File: src/rtl/uxa_ps2_rx.sv
// PS/2 device-to-host receiver: pin synchronisers, framing FSM with start/parity/stop checks,
// inter-edge watchdog and a first-word-fall-through receive FIFO with valid/ready output.
module uxa_ps2_rx #(
  parameter int unsigned DATA_BITS      = 8,
  parameter int unsigned PARITY_EN      = 1,
  parameter int unsigned ODD_PARITY     = 1,
  parameter int unsigned SYNC_STAGES    = 2,
  parameter int unsigned TIMEOUT_CYCLES = 50000,
  parameter int unsigned FIFO_DEPTH     = 4
) (
  input  logic                          sys_clk_i,
  input  logic                          reset_i,
  input  logic                          ps2_c_i,
  input  logic                          ps2_d_i,
  output logic [DATA_BITS-1:0]          data_o,
  output logic                          valid_o,
  input  logic                          ready_i,
  output logic [$clog2(FIFO_DEPTH):0]   count_o,
  output logic                          busy_o,
  output logic                          err_parity_o,
  output logic                          err_frame_o,
  output logic                          err_timeout_o,
  output logic                          err_overrun_o
);

  localparam int unsigned PtrW = $clog2(FIFO_DEPTH);
  localparam int unsigned CntW = PtrW + 1;
  localparam int unsigned BitW = $clog2(DATA_BITS + 1);
  localparam int unsigned WdW  = $clog2(TIMEOUT_CYCLES + 1);
  localparam bit          ParEn  = (PARITY_EN != 0);
  localparam bit          OddPar = (ODD_PARITY != 0);

  typedef enum logic [1:0] {StIdle, StData, StParity, StStop} state_e;

  logic [SYNC_STAGES-1:0] c_sync_q, d_sync_q;
  logic                   c_prev_q;
  logic                   c_s, d_s, sample;

  always_ff @(posedge sys_clk_i or posedge reset_i) begin
    if (reset_i) begin
      c_sync_q <= '1;
      d_sync_q <= '1;
      c_prev_q <= 1'b1;
    end else begin
      c_sync_q <= {c_sync_q[SYNC_STAGES-2:0], ps2_c_i};
      d_sync_q <= {d_sync_q[SYNC_STAGES-2:0], ps2_d_i};
      c_prev_q <= c_s;
    end
  end

  assign c_s    = c_sync_q[SYNC_STAGES-1];
  assign d_s    = d_sync_q[SYNC_STAGES-1];
  assign sample = c_prev_q & ~c_s;

  state_e                 state_q, state_d;
  logic [BitW-1:0]        bit_cnt_q, bit_cnt_d;
  logic [DATA_BITS-1:0]   shift_q, shift_d;
  logic                   par_ok_q, par_ok_d;
  logic [WdW-1:0]         wdog_q, wdog_d;
  logic                   push_req_q, push_req_d;
  logic                   err_par_q, err_par_d;
  logic                   err_frm_q, err_frm_d;
  logic                   err_to_q, err_to_d;

  always_comb begin
    state_d    = state_q;
    bit_cnt_d  = bit_cnt_q;
    shift_d    = shift_q;
    par_ok_d   = par_ok_q;
    wdog_d     = wdog_q;
    push_req_d = 1'b0;
    err_par_d  = 1'b0;
    err_frm_d  = 1'b0;
    err_to_d   = 1'b0;

    if (state_q != StIdle) wdog_d = wdog_q + WdW'(1);
    if (sample) wdog_d = '0;

    unique case (state_q)
      StIdle: begin
        if (sample && !d_s) begin
          state_d   = StData;
          bit_cnt_d = '0;
          par_ok_d  = 1'b1;
        end
      end
      StData: begin
        if (sample) begin
          // LSB arrives first, so shifting in at the MSB leaves the payload LSB-aligned
          shift_d   = {d_s, shift_q[DATA_BITS-1:1]};
          bit_cnt_d = bit_cnt_q + BitW'(1);
          if (bit_cnt_q == BitW'(DATA_BITS - 1)) state_d = ParEn ? StParity : StStop;
        end
      end
      StParity: begin
        if (sample) begin
          par_ok_d = (^shift_q ^ d_s) == OddPar;
          state_d  = StStop;
        end
      end
      StStop: begin
        if (sample) begin
          if (!d_s)           err_frm_d  = 1'b1;
          else if (!par_ok_q) err_par_d  = 1'b1;
          else                push_req_d = 1'b1;
          state_d = StIdle;
        end
      end
      default: state_d = StIdle;
    endcase

    // A sample in the expiry cycle keeps the frame alive
    if (state_q != StIdle && !sample && wdog_q == WdW'(TIMEOUT_CYCLES - 1)) begin
      state_d  = StIdle;
      err_to_d = 1'b1;
    end
  end

  always_ff @(posedge sys_clk_i or posedge reset_i) begin
    if (reset_i) begin
      state_q    <= StIdle;
      bit_cnt_q  <= '0;
      shift_q    <= '0;
      par_ok_q   <= 1'b1;
      wdog_q     <= '0;
      push_req_q <= 1'b0;
      err_par_q  <= 1'b0;
      err_frm_q  <= 1'b0;
      err_to_q   <= 1'b0;
    end else begin
      state_q    <= state_d;
      bit_cnt_q  <= bit_cnt_d;
      shift_q    <= shift_d;
      par_ok_q   <= par_ok_d;
      wdog_q     <= wdog_d;
      push_req_q <= push_req_d;
      err_par_q  <= err_par_d;
      err_frm_q  <= err_frm_d;
      err_to_q   <= err_to_d;
    end
  end

  logic [DATA_BITS-1:0] mem_q [FIFO_DEPTH];
  logic [PtrW-1:0]      wr_q, wr_d, rd_q, rd_d;
  logic [CntW-1:0]      count_q, count_d;
  logic                 valid_q, valid_d;
  logic [DATA_BITS-1:0] data_q, data_d;
  logic                 ovr_q, ovr_d;
  logic                 pop, full, push_ok;

  assign pop     = valid_q & ready_i;
  assign full    = (count_q == CntW'(FIFO_DEPTH));
  assign push_ok = push_req_q & (~full | pop);

  always_comb begin
    ovr_d   = push_req_q & full & ~pop;
    wr_d    = wr_q + PtrW'(push_ok);
    rd_d    = rd_q + PtrW'(pop);
    count_d = count_q + CntW'(push_ok) - CntW'(pop);
    valid_d = (count_d != '0);
    data_d  = data_q;
    if (count_d != '0) begin
      // The new head may be the slot being written this cycle
      data_d = (push_ok && rd_d == wr_q) ? shift_q : mem_q[rd_d];
    end
  end

  always_ff @(posedge sys_clk_i) begin
    if (push_ok) mem_q[wr_q] <= shift_q;
  end

  always_ff @(posedge sys_clk_i or posedge reset_i) begin
    if (reset_i) begin
      wr_q    <= '0;
      rd_q    <= '0;
      count_q <= '0;
      valid_q <= 1'b0;
      data_q  <= '0;
      ovr_q   <= 1'b0;
    end else begin
      wr_q    <= wr_d;
      rd_q    <= rd_d;
      count_q <= count_d;
      valid_q <= valid_d;
      data_q  <= data_d;
      ovr_q   <= ovr_d;
    end
  end

  assign data_o        = data_q;
  assign valid_o       = valid_q;
  assign count_o       = count_q;
  assign busy_o        = (state_q != StIdle);
  assign err_parity_o  = err_par_q;
  assign err_frame_o   = err_frm_q;
  assign err_timeout_o = err_to_q;
  assign err_overrun_o = ovr_q;

endmodule

File: config.mk
export PLATFORM = sky130hd
export DESIGN_NAME = uxa_ps2_rx
export DESIGN_NICKNAME = d
export VERILOG_FILES = /design/src/rtl/uxa_ps2_rx.sv
export SDC_FILE = /design/constraint.sdc
export NUM_CORES = 1
export LEC_CHECK = 0
export CAP_MARGIN = 20
export CORE_MARGIN = 5
export CORE_UTILIZATION = 35
export CTS_BUF_LIST = sky130_fd_sc_hd__clkbuf_16
export DETAILED_ROUTE_END_ITERATION = 12
export DONT_BUFFER_PORTS = 1
export GPL_TIMING_DRIVEN = 0
export MAX_ROUTING_LAYER = met4
export SLEW_MARGIN = 30
export SYNTH_ARGS = -nofsm -noshare
export SYNTH_HDL_FRONTEND = slang
export SYNTH_SLANG_ARGS = --single-unit
File: constraint.sdc
create_clock -name sys_clk_i -period 2.84 [get_ports sys_clk_i]
set_input_delay 0.284 -clock sys_clk_i [delete_from_list [all_inputs] [get_ports sys_clk_i]]
set_output_delay 0.284 -clock sys_clk_i [all_outputs]
set_load 0.05 [all_outputs]
==> impl_results.md, run 1 <==
- Total global routing track utilization: 12.0%
- Routed Antenna Nets: 0
- Gate count of the mapped netlist: 297
- Setup skew after layout: 0.00970 ns
- Vertical extent of the die: 115 µm
- Number of pins exceeding their max-slew limit in the final report: 0
- Accumulated negative setup slack: 0 ns
- Std-Cell Rows: 38
- Clock sink count: 89
- Number of placed cells counting well taps: 438
- Final-layout fill cell count: 991
- Clk_lat worst skew: 0.34 ns
- Final cell count without fillers: 460
- Starting Density: 35.7%
- Run status: complete, no violations
- Crit. End Element: register
- Nature of the critical path startpoint: register
- Number of placed I/O pins: 22
- Setup repair after global routing missed its margin: true
- Area of all placed cells without fillers: 4490 µm²
- Synth Area in Simple Gates: 12.0%
- Final net count: 332
- Via density per instance: 4.86
- Synth Area in Compound Gates: 6.63%
- Antenna cell count: 0
- Number of endpoints failing setup at the final stage: 0
- Max-capacitance violation count: 0
- Number of failing hold endpoints at the final stage: 0
- Proportion of register bits with asynchronous set or reset after synthesis: 64.0%
- Arrival @ worst endpoint: 2.99 ns
- Required time at the endpoint of the critical path: 3.09 ns
- Post-synthesis adder-cell area fraction: 4.09%
- Final HPWL DP: 4.77 mm
- Antenna violations before repair: 0
- First-pass GRT wire length: 11.7 mm
- Vias in the first global route: 2377
- Core footprint: 10800 µm²
- Layout cells sized above 1: 18.4%
- Detailed Route WL: 6.90 mm
- Post-DR wirelength/cell: 15.0 µm
- Main synth FF type: sky130_fd_sc_hd__dfrtp_1
- Clock transition at the registers of the reported paths: 0.07 ns
- Headroom to the max-slew limit: 38.5%
- Post-synth cell types: 48
- Highest achievable clock rate: 364 MHz
- Largest fanout on the critical path: 8
- Floorplan die width: 115 µm
- Post-synth net total: 314
- Cell area reported after detailed placement: 4080 µm²
- Maximum VDD drop: 0.602 mV
- TritonCTS clock tree: built
- Share of the cycle needed by the critical path after routing: 96.7%
- Port Buffers: 0
- Htree depth: 3
- Static Leak: 1.76 nW
- Pre-antenna DRT Iters: 4
- Root Driver: sky130_fd_sc_hd__clkbuf_16
- Total vias in the final route: 2236
- Total clock buffers created by CTS: 9
- Main combinational cell family by area after synthesis: simple AND/OR/NAND/NOR gates
- Pin slew with the least headroom to its limit: 0.920 ns
- Min cycle time layout: 2.75 ns
- Power Dens Cells: 1120 nW/µm²
- Critical path start-end classification: reg2reg
- Worst hold path class: in2reg
- Placer congestion estimate: 0.758
- Fraction of the yosys area taken by sequential cells: 62.2%
- Post-synthesis mux area share: 5.95%
- Area enclosed by the die boundary: 13200 µm²
- DR iter-0 viols: 119
- Mean area per synthesized cell: 13.0 µm²
- DRC errors left: 0
- Number of synthesized flops with an enable pin: 32
- Overflow after GRT: 0
- Max clock buf depth: 2
- XOR/XNOR share of the synthesized area: 6.43%
- Multi-input combinational cell area: 1410 µm²
- Cell area after synthesis: 3850 µm²
- Largest net degree at the start of global routing: 41
- Number of warnings issued by yosys: 0
- Total area of sequential cells: 2400 µm²
- Syn-to-layout area delta: 16.6%
- Flip-flop and latch count after synthesis: 89
-- report_power, final --
group | total (mW) | switching (mW) | internal, mW
registers | 2.24 | 0.591 | 1.65
logic | 1.48 | 0.778 | 0.702
clock network | 1.30 | 0.516 | 0.780
total | 5.02 | 1.89 | 3.13
-- critical path, stage by stage, from the launching register on --
cell,delay [ns]
sky130_fd_sc_hd__dfrtp_2,0.54
sky130_fd_sc_hd__a211oi_4,0.30
sky130_fd_sc_hd__nand2_2,0.10
sky130_fd_sc_hd__nand2_2,0.09
sky130_fd_sc_hd__ha_1,0.13
sky130_fd_sc_hd__inv_2,0.04
sky130_fd_sc_hd__ha_2,0.17
sky130_fd_sc_hd__fa_2,0.35
sky130_fd_sc_hd__xnor3_2,0.27
sky130_fd_sc_hd__nor3_4,0.29
sky130_fd_sc_hd__buf_6,0.18
sky130_fd_sc_hd__nand2_1,0.07
sky130_fd_sc_hd__o211ai_1,0.13
-- flip-flops by register name, indices dropped and copies added, names as in the netlist --
name	cells
c_sync_q	2
push_req_q	1
state_q	2
par_ok_q	1
wr_q	2
err_frame_o	1
bit_cnt_q	4
count_o	3
data_o	8
err_timeout_o	1
err_parity_o	1
valid_o	1
shift_q	8
wdog_q	16
mem_q	32
d_sync_q	2
c_prev_q	1
rd_q	2
err_overrun_o	1
-- metrics by stage --
stage                     utilization [%]  setup slack [ns]  hold WS [ns]  power, mW
after floorplan                         -            0.0771         0.288       3.34
after global placement               37.5            -0.186         0.289       3.61
after detailed placement             37.8            -0.349         0.115       3.70
after CTS                            41.4            0.0331         0.183       5.04
after global routing                 41.6           -0.0170         0.155       5.33
final                                41.6            0.0937         0.158       5.02
-- metal layers --
layer / wire length (µm) / global-route usage, %
met3: 303 / 3.84
met2: 3400 / 19.1
met5: 0 / -
met1: 3060 / 14.2
met4: 136 / 4.62
-- placed cells by master (no fill, tap or decap), drive strengths merged, types with 10 or more instances in the layout --
cell and n:
xor2 10, edfxtp 32, ha 11, nor2 25
nand2 36, o21ai 14, inv 25, clkbuf 12
dfrtp 51, xnor2 13
-- final cells by class --
type	count	share of cell area [%]
plain buffers	5	0.474
clock buffers	9	5.02
clock inverters	7	2.23
inverters	22	1.90
multi-input cells	181	31.3
flip-flops and latches	89	53.5
well taps	140	3.90
repair buffers	7	1.70
-- final timing paths --
path	cells past startpoint	slack (ns)	start	end
worst max-delay path	12	0.09	count_o[0]	data_o[1]
worst min-delay path	3	0.16	ready_i	err_overrun_o
worst max register to register	12	0.09	count_o[0]	data_o[1]
worst min register to register	0	0.36	c_sync_q[0]	c_sync_q[1]
max in group asynchronous	3	1.92	reset_i	c_sync_q[1]
min in group asynchronous	2	0.37	reset_i	shift_q[2]
-- synth_stat cells, types with 2 or more instances --
cell type | n | area (µm²)
sky130_fd_sc_hd__or3_1 | 4 | 25.0
sky130_fd_sc_hd__edfxtp_1 | 32 | 961
sky130_fd_sc_hd__o211ai_1 | 7 | 52.6
sky130_fd_sc_hd__o21ai_0 | 13 | 65.1
sky130_fd_sc_hd__nand2_1 | 35 | 131
sky130_fd_sc_hd__mux4_1 | 2 | 52.6
sky130_fd_sc_hd__nand4_1 | 5 | 31.3
sky130_fd_sc_hd__xnor2_1 | 13 | 114
sky130_fd_sc_hd__mux4_2 | 6 | 135
sky130_fd_sc_hd__a21oi_1 | 5 | 25.0
sky130_fd_sc_hd__a211oi_1 | 3 | 22.5
sky130_fd_sc_hd__dfrtp_1 | 51 | 1280
sky130_fd_sc_hd__xor2_1 | 10 | 87.6
sky130_fd_sc_hd__nand3_1 | 6 | 30.0
sky130_fd_sc_hd__dfstp_2 | 6 | 158
sky130_fd_sc_hd__nor3b_1 | 2 | 15.0
sky130_fd_sc_hd__nor2_1 | 24 | 90.1
sky130_fd_sc_hd__mux2i_1 | 3 | 30.0
sky130_fd_sc_hd__inv_1 | 22 | 82.6
sky130_fd_sc_hd__buf_2 | 2 | 10.0
sky130_fd_sc_hd__clkbuf_1 | 3 | 11.3
sky130_fd_sc_hd__a22o_1 | 2 | 17.5
sky130_fd_sc_hd__ha_1 | 11 | 138
sky130_fd_sc_hd__nor3_1 | 6 | 30.0
-- cells by family after synthesis --
kind of cell	after synthesis
AOI/OAI and AO/OA	37
xor gates and xnor gates	25
adders and majority gates	12
buffers and inverters	27
DFF	89
muxes	12
and+or+nand+nor	95
-- what timing repair did --
item | 4_1_cts | 5_1_grt
cloned | 0 | 0
setup endpoints to repair | 9 | 8
hold endpoints to repair | 19 | 0
pin swaps | 3 | 4
buffers inserted | 3 | 0
gates resized for setup | 2 | 9
hold buffers | 3 | 0
No activity file was read; power rests on OpenSTA's default activity.
==> run 2, diff against run 1 <==
--- a/config.mk
+++ b/config.mk
@@ -5,14 +5,13 @@
 export SDC_FILE = /design/constraint.sdc
 export NUM_CORES = 1
 export LEC_CHECK = 0
-export CAP_MARGIN = 20
+export CAP_MARGIN = 30
 export CORE_MARGIN = 5
 export CORE_UTILIZATION = 35
 export CTS_BUF_LIST = sky130_fd_sc_hd__clkbuf_16
 export DETAILED_ROUTE_END_ITERATION = 12
 export DONT_BUFFER_PORTS = 1
 export GPL_TIMING_DRIVEN = 0
-export MAX_ROUTING_LAYER = met4
 export SLEW_MARGIN = 30
 export SYNTH_ARGS = -nofsm -noshare
 export SYNTH_HDL_FRONTEND = slang
==> run 2 against run 1 <==
Compared with the run above:
- hold slack worse by 0.0012 ns
- via count about the same
- non-clock buffer count unchanged
- setup slack improved by 0.00061 ns
- power is essentially flat
- global-route usage decreased by 0.41 points
- sequential cell count unchanged
- cell area unchanged
- largest power group unchanged
==> impl_results.md, run 2 (synthesized netlist as in run 1, its figures left out) <==
- Root Driver: sky130_fd_sc_hd__clkbuf_16
- Max-capacitance violation count: 0 (unchanged)
- Family of cells with the greatest summed delay on the critical path: adder cells
- Total vias in the final route: 2235 (-0.045%)
- Syn-to-layout area delta: 16.6% (unchanged)
- Antenna cell count: 0 (unchanged)
- Post-DR wirelength/cell: 15.0 µm (+0.10%)
- Headroom to the max-slew limit: 38.7% (+0.26 points)
- Crit. End Element: register
- Clock sink count: 89 (unchanged)
- Clock transition at the registers of the reported paths: 0.07 ns (about the same)
- Largest net degree at the start of global routing: 41 (unchanged)
- DRC errors left: 0 (unchanged)
- Layout cells sized above 1: 18.4% (unchanged)
- Final core utilization: 41.6% (unchanged)
- Design internal power: 3.13 mW (about the same)
- Switching power summed over all nets: 1.89 mW (+0.14%)
- Worst stage delay on the critical path: 0.54 ns (about the same)
- Run status: complete, no violations
- Final HPWL DP: 4.77 mm (unchanged)
- Clk_lat worst skew: 0.34 ns (about the same)
- Number of pins exceeding their max-slew limit in the final report: 0 (unchanged)
- Routed Antenna Nets: 0 (unchanged)
- Setup slack of the critical path after layout: 0.0943 ns (+0.000610 ns)
- Clock share of power: 25.9% (about the same)
- Port Buffers: 0 (unchanged)
- Registers with the highest flip-flop counts: mem_q (32), wdog_q (16)
- Accumulated negative setup slack: 0 ns (unchanged)
- DR iter-0 viols: 122 (+2.5%)
- Via density per instance: 4.86 (about the same)
- Max FFs per register: 32 (unchanged)
- Highest achievable clock rate: 364 MHz (about the same)
- Area enclosed by the die boundary: 13200 µm² (unchanged)
- Startpoint of the worst hold path: ready_i
- Maximum VDD drop: 0.602 mV (about the same)
- Setup slack at placement: -0.349 ns (unchanged)
- Share of the cycle needed by the critical path after routing: 96.7% (about the same)
- Overflow after GRT: 0 (unchanged)
- Ordered list of cells on the worst path: a211oi_4 -> nand2_2 -> nand2_2 -> ha_1 -> inv_2 -> ha_2 -> fa_2 -> xnor3_2 -> nor3_4 -> buf_6 -> nand2_1 -> o211ai_1
- Register ranked first by flip-flop count: mem_q
- Htree depth: 3 (unchanged)
- First-pass GRT wire length: 11.7 mm (about the same)
- Core footprint: 10800 µm² (unchanged)
- Floorplan die width: 115 µm (unchanged)
- Final net count: 332 (unchanged)
- Cell repeated most along the worst path: sky130_fd_sc_hd__nand2_2
- Fraction of power spent switching nets: 37.6% (about the same)
- Total power draw: 5.02 mW (about the same)
- TritonCTS clock tree: built
- Detailed Route WL: 6.90 mm (+0.10%)
- Placer congestion estimate: 0.749 (-1.3%)
- Vertical extent of the die: 115 µm (unchanged)
- Nature of the critical path startpoint: register
- Most common cell after layout, fill and taps aside: sky130_fd_sc_hd__dfrtp_1
- Fraction of power consumed by combinational cells: 29.5% (about the same)
- Number of placed cells counting well taps: 438 (unchanged)
- Max clock buf depth: 2 (unchanged)
- CP Launch Point: count_o[0]
- Largest fanout on the critical path: 8 (unchanged)
- Pin slew with the least headroom to its limit: 0.916 ns (-0.00386 ns)
- Antenna violations before repair: 0 (unchanged)
- Standard cell with the maximum stage delay on the critical path: sky130_fd_sc_hd__dfrtp_2
- Total global routing track utilization: 11.6% (-0.41 points)
- Pre-antenna DRT Iters: 4 (unchanged)
- Required time at the endpoint of the critical path: 3.09 ns (about the same)
- Arrival @ worst endpoint: 3.00 ns (about the same)
- Setup skew after layout: 0.00975 ns (+0.0000544 ns)
- Crit Reg-Reg Startpoint: count_o[0]
- Number of buffer and inverter instances along the worst setup path: 2 (unchanged)
- Sequential power share: 44.6% (about the same)
- Number of placed I/O pins: 22 (unchanged)
- Static Leak: 1.76 nW (unchanged)
- Setup repair after global routing missed its margin: true
- Std-Cell Rows: 38 (unchanged)
- Worst hold path class: in2reg
- Final cell count without fillers: 460 (unchanged)
- Vias in the first global route: 2379 (+0.084%)
- Number of failing hold endpoints at the final stage: 0 (unchanged)
- Power Dens Cells: 1120 nW/µm² (about the same)
- Starting Density: 35.7% (unchanged)
- Number of endpoints failing setup at the final stage: 0 (unchanged)
- Total clock buffers created by CTS: 9 (unchanged)
- Critical path start-end classification: reg2reg
- Commonest non-fill, non-tap cells in the layout: 47 x sky130_fd_sc_hd__dfrtp_1, 33 x sky130_fd_sc_hd__nand2_1, 32 x sky130_fd_sc_hd__edfxtp_1, 24 x sky130_fd_sc_hd__nor2_1, 19 x sky130_fd_sc_hd__inv_1
- Min cycle time layout: 2.75 ns (-0.000610 ns)
==> run 2: cell counts in the layout (fill, tap and decap cells not counted) <==
No cell type changed its count.
==> run 2: layout make-up <==
type	instances	area [µm²]
Sequential cell	89	2400
Timing Repair Buffer	7	76.3
Inverter	22	85.1
Tap cell	140	175
Clock inverter	7	100
Fill cell	991	6300
Clock buffer	9	225
Multi-Input combinational cell	181	1410
Buffer	5	21.3
==> run 2: worst reg2reg max path, stage by stage (launching register included) <==
cell                       delay (ns)
sky130_fd_sc_hd__dfrtp_2         0.54
sky130_fd_sc_hd__a211oi_4        0.30
sky130_fd_sc_hd__nand2_2         0.10
sky130_fd_sc_hd__nand2_2         0.09
sky130_fd_sc_hd__ha_1            0.13
sky130_fd_sc_hd__inv_2           0.04
sky130_fd_sc_hd__ha_2            0.17
sky130_fd_sc_hd__fa_2            0.35
sky130_fd_sc_hd__xnor3_2         0.28
sky130_fd_sc_hd__nor3_4          0.29
sky130_fd_sc_hd__buf_6           0.18
sky130_fd_sc_hd__nand2_1         0.07
sky130_fd_sc_hd__o211ai_1        0.13
==> run 2: power by group through the flow <==
stage                     registers, mW  logic (mW)  clock network [mW]
final                              2.24        1.48                1.30
after global routing               2.29        1.66                1.39
after CTS                          2.24        1.47                1.32
after detailed placement           2.27        1.43                   0
after global placement             2.24        1.36                   0
after floorplan                    2.19        1.15                   0
==> run 2: per-stage QoR <==
| step | instance area [µm²] | hold slack, ns |
|---|---|---|
| 2_1_floorplan | 3870 | 0.288 |
| 3_3_place_gp | 4040 | 0.289 |
| 3_5_place_dp | 4080 | 0.115 |
| 4_1_cts | 4470 | 0.183 |
| 5_1_grt | 4490 | 0.156 |
| 6_report | 4490 | 0.157 |
==> run 2: final timing paths <==
kind / to / slack, ns / cells after the start
max: data_o[1] / 0.09 / 12
min: err_overrun_o / 0.16 / 3
max in group asynchronous: c_sync_q[1] / 1.93 / 3
min in group asynchronous: shift_q[2] / 0.37 / 2
max reg2reg: data_o[1] / 0.09 / 12
min reg2reg: c_sync_q[1] / 0.36 / 0
==> run 2: metal layers <==
layer	GRT usage, %	up-vias	routed length (µm)
met5	0	-	0
met4	4.62	0	130
met3	3.79	12	310
met2	18.9	38	3410
met1	14.1	1108	3060
li1	-	1077	-
==> run 2: repair_timing <==
action | 4_1_cts | 5_1_grt
pin swaps | 3 | 4
gates cloned | 0 | 0
gates resized for setup | 2 | 9
endpoints found under the setup margin | 9 | 8
setup buffers | 3 | 0
hold endpoints to repair | 19 | 0
hold buffers | 3 | 0
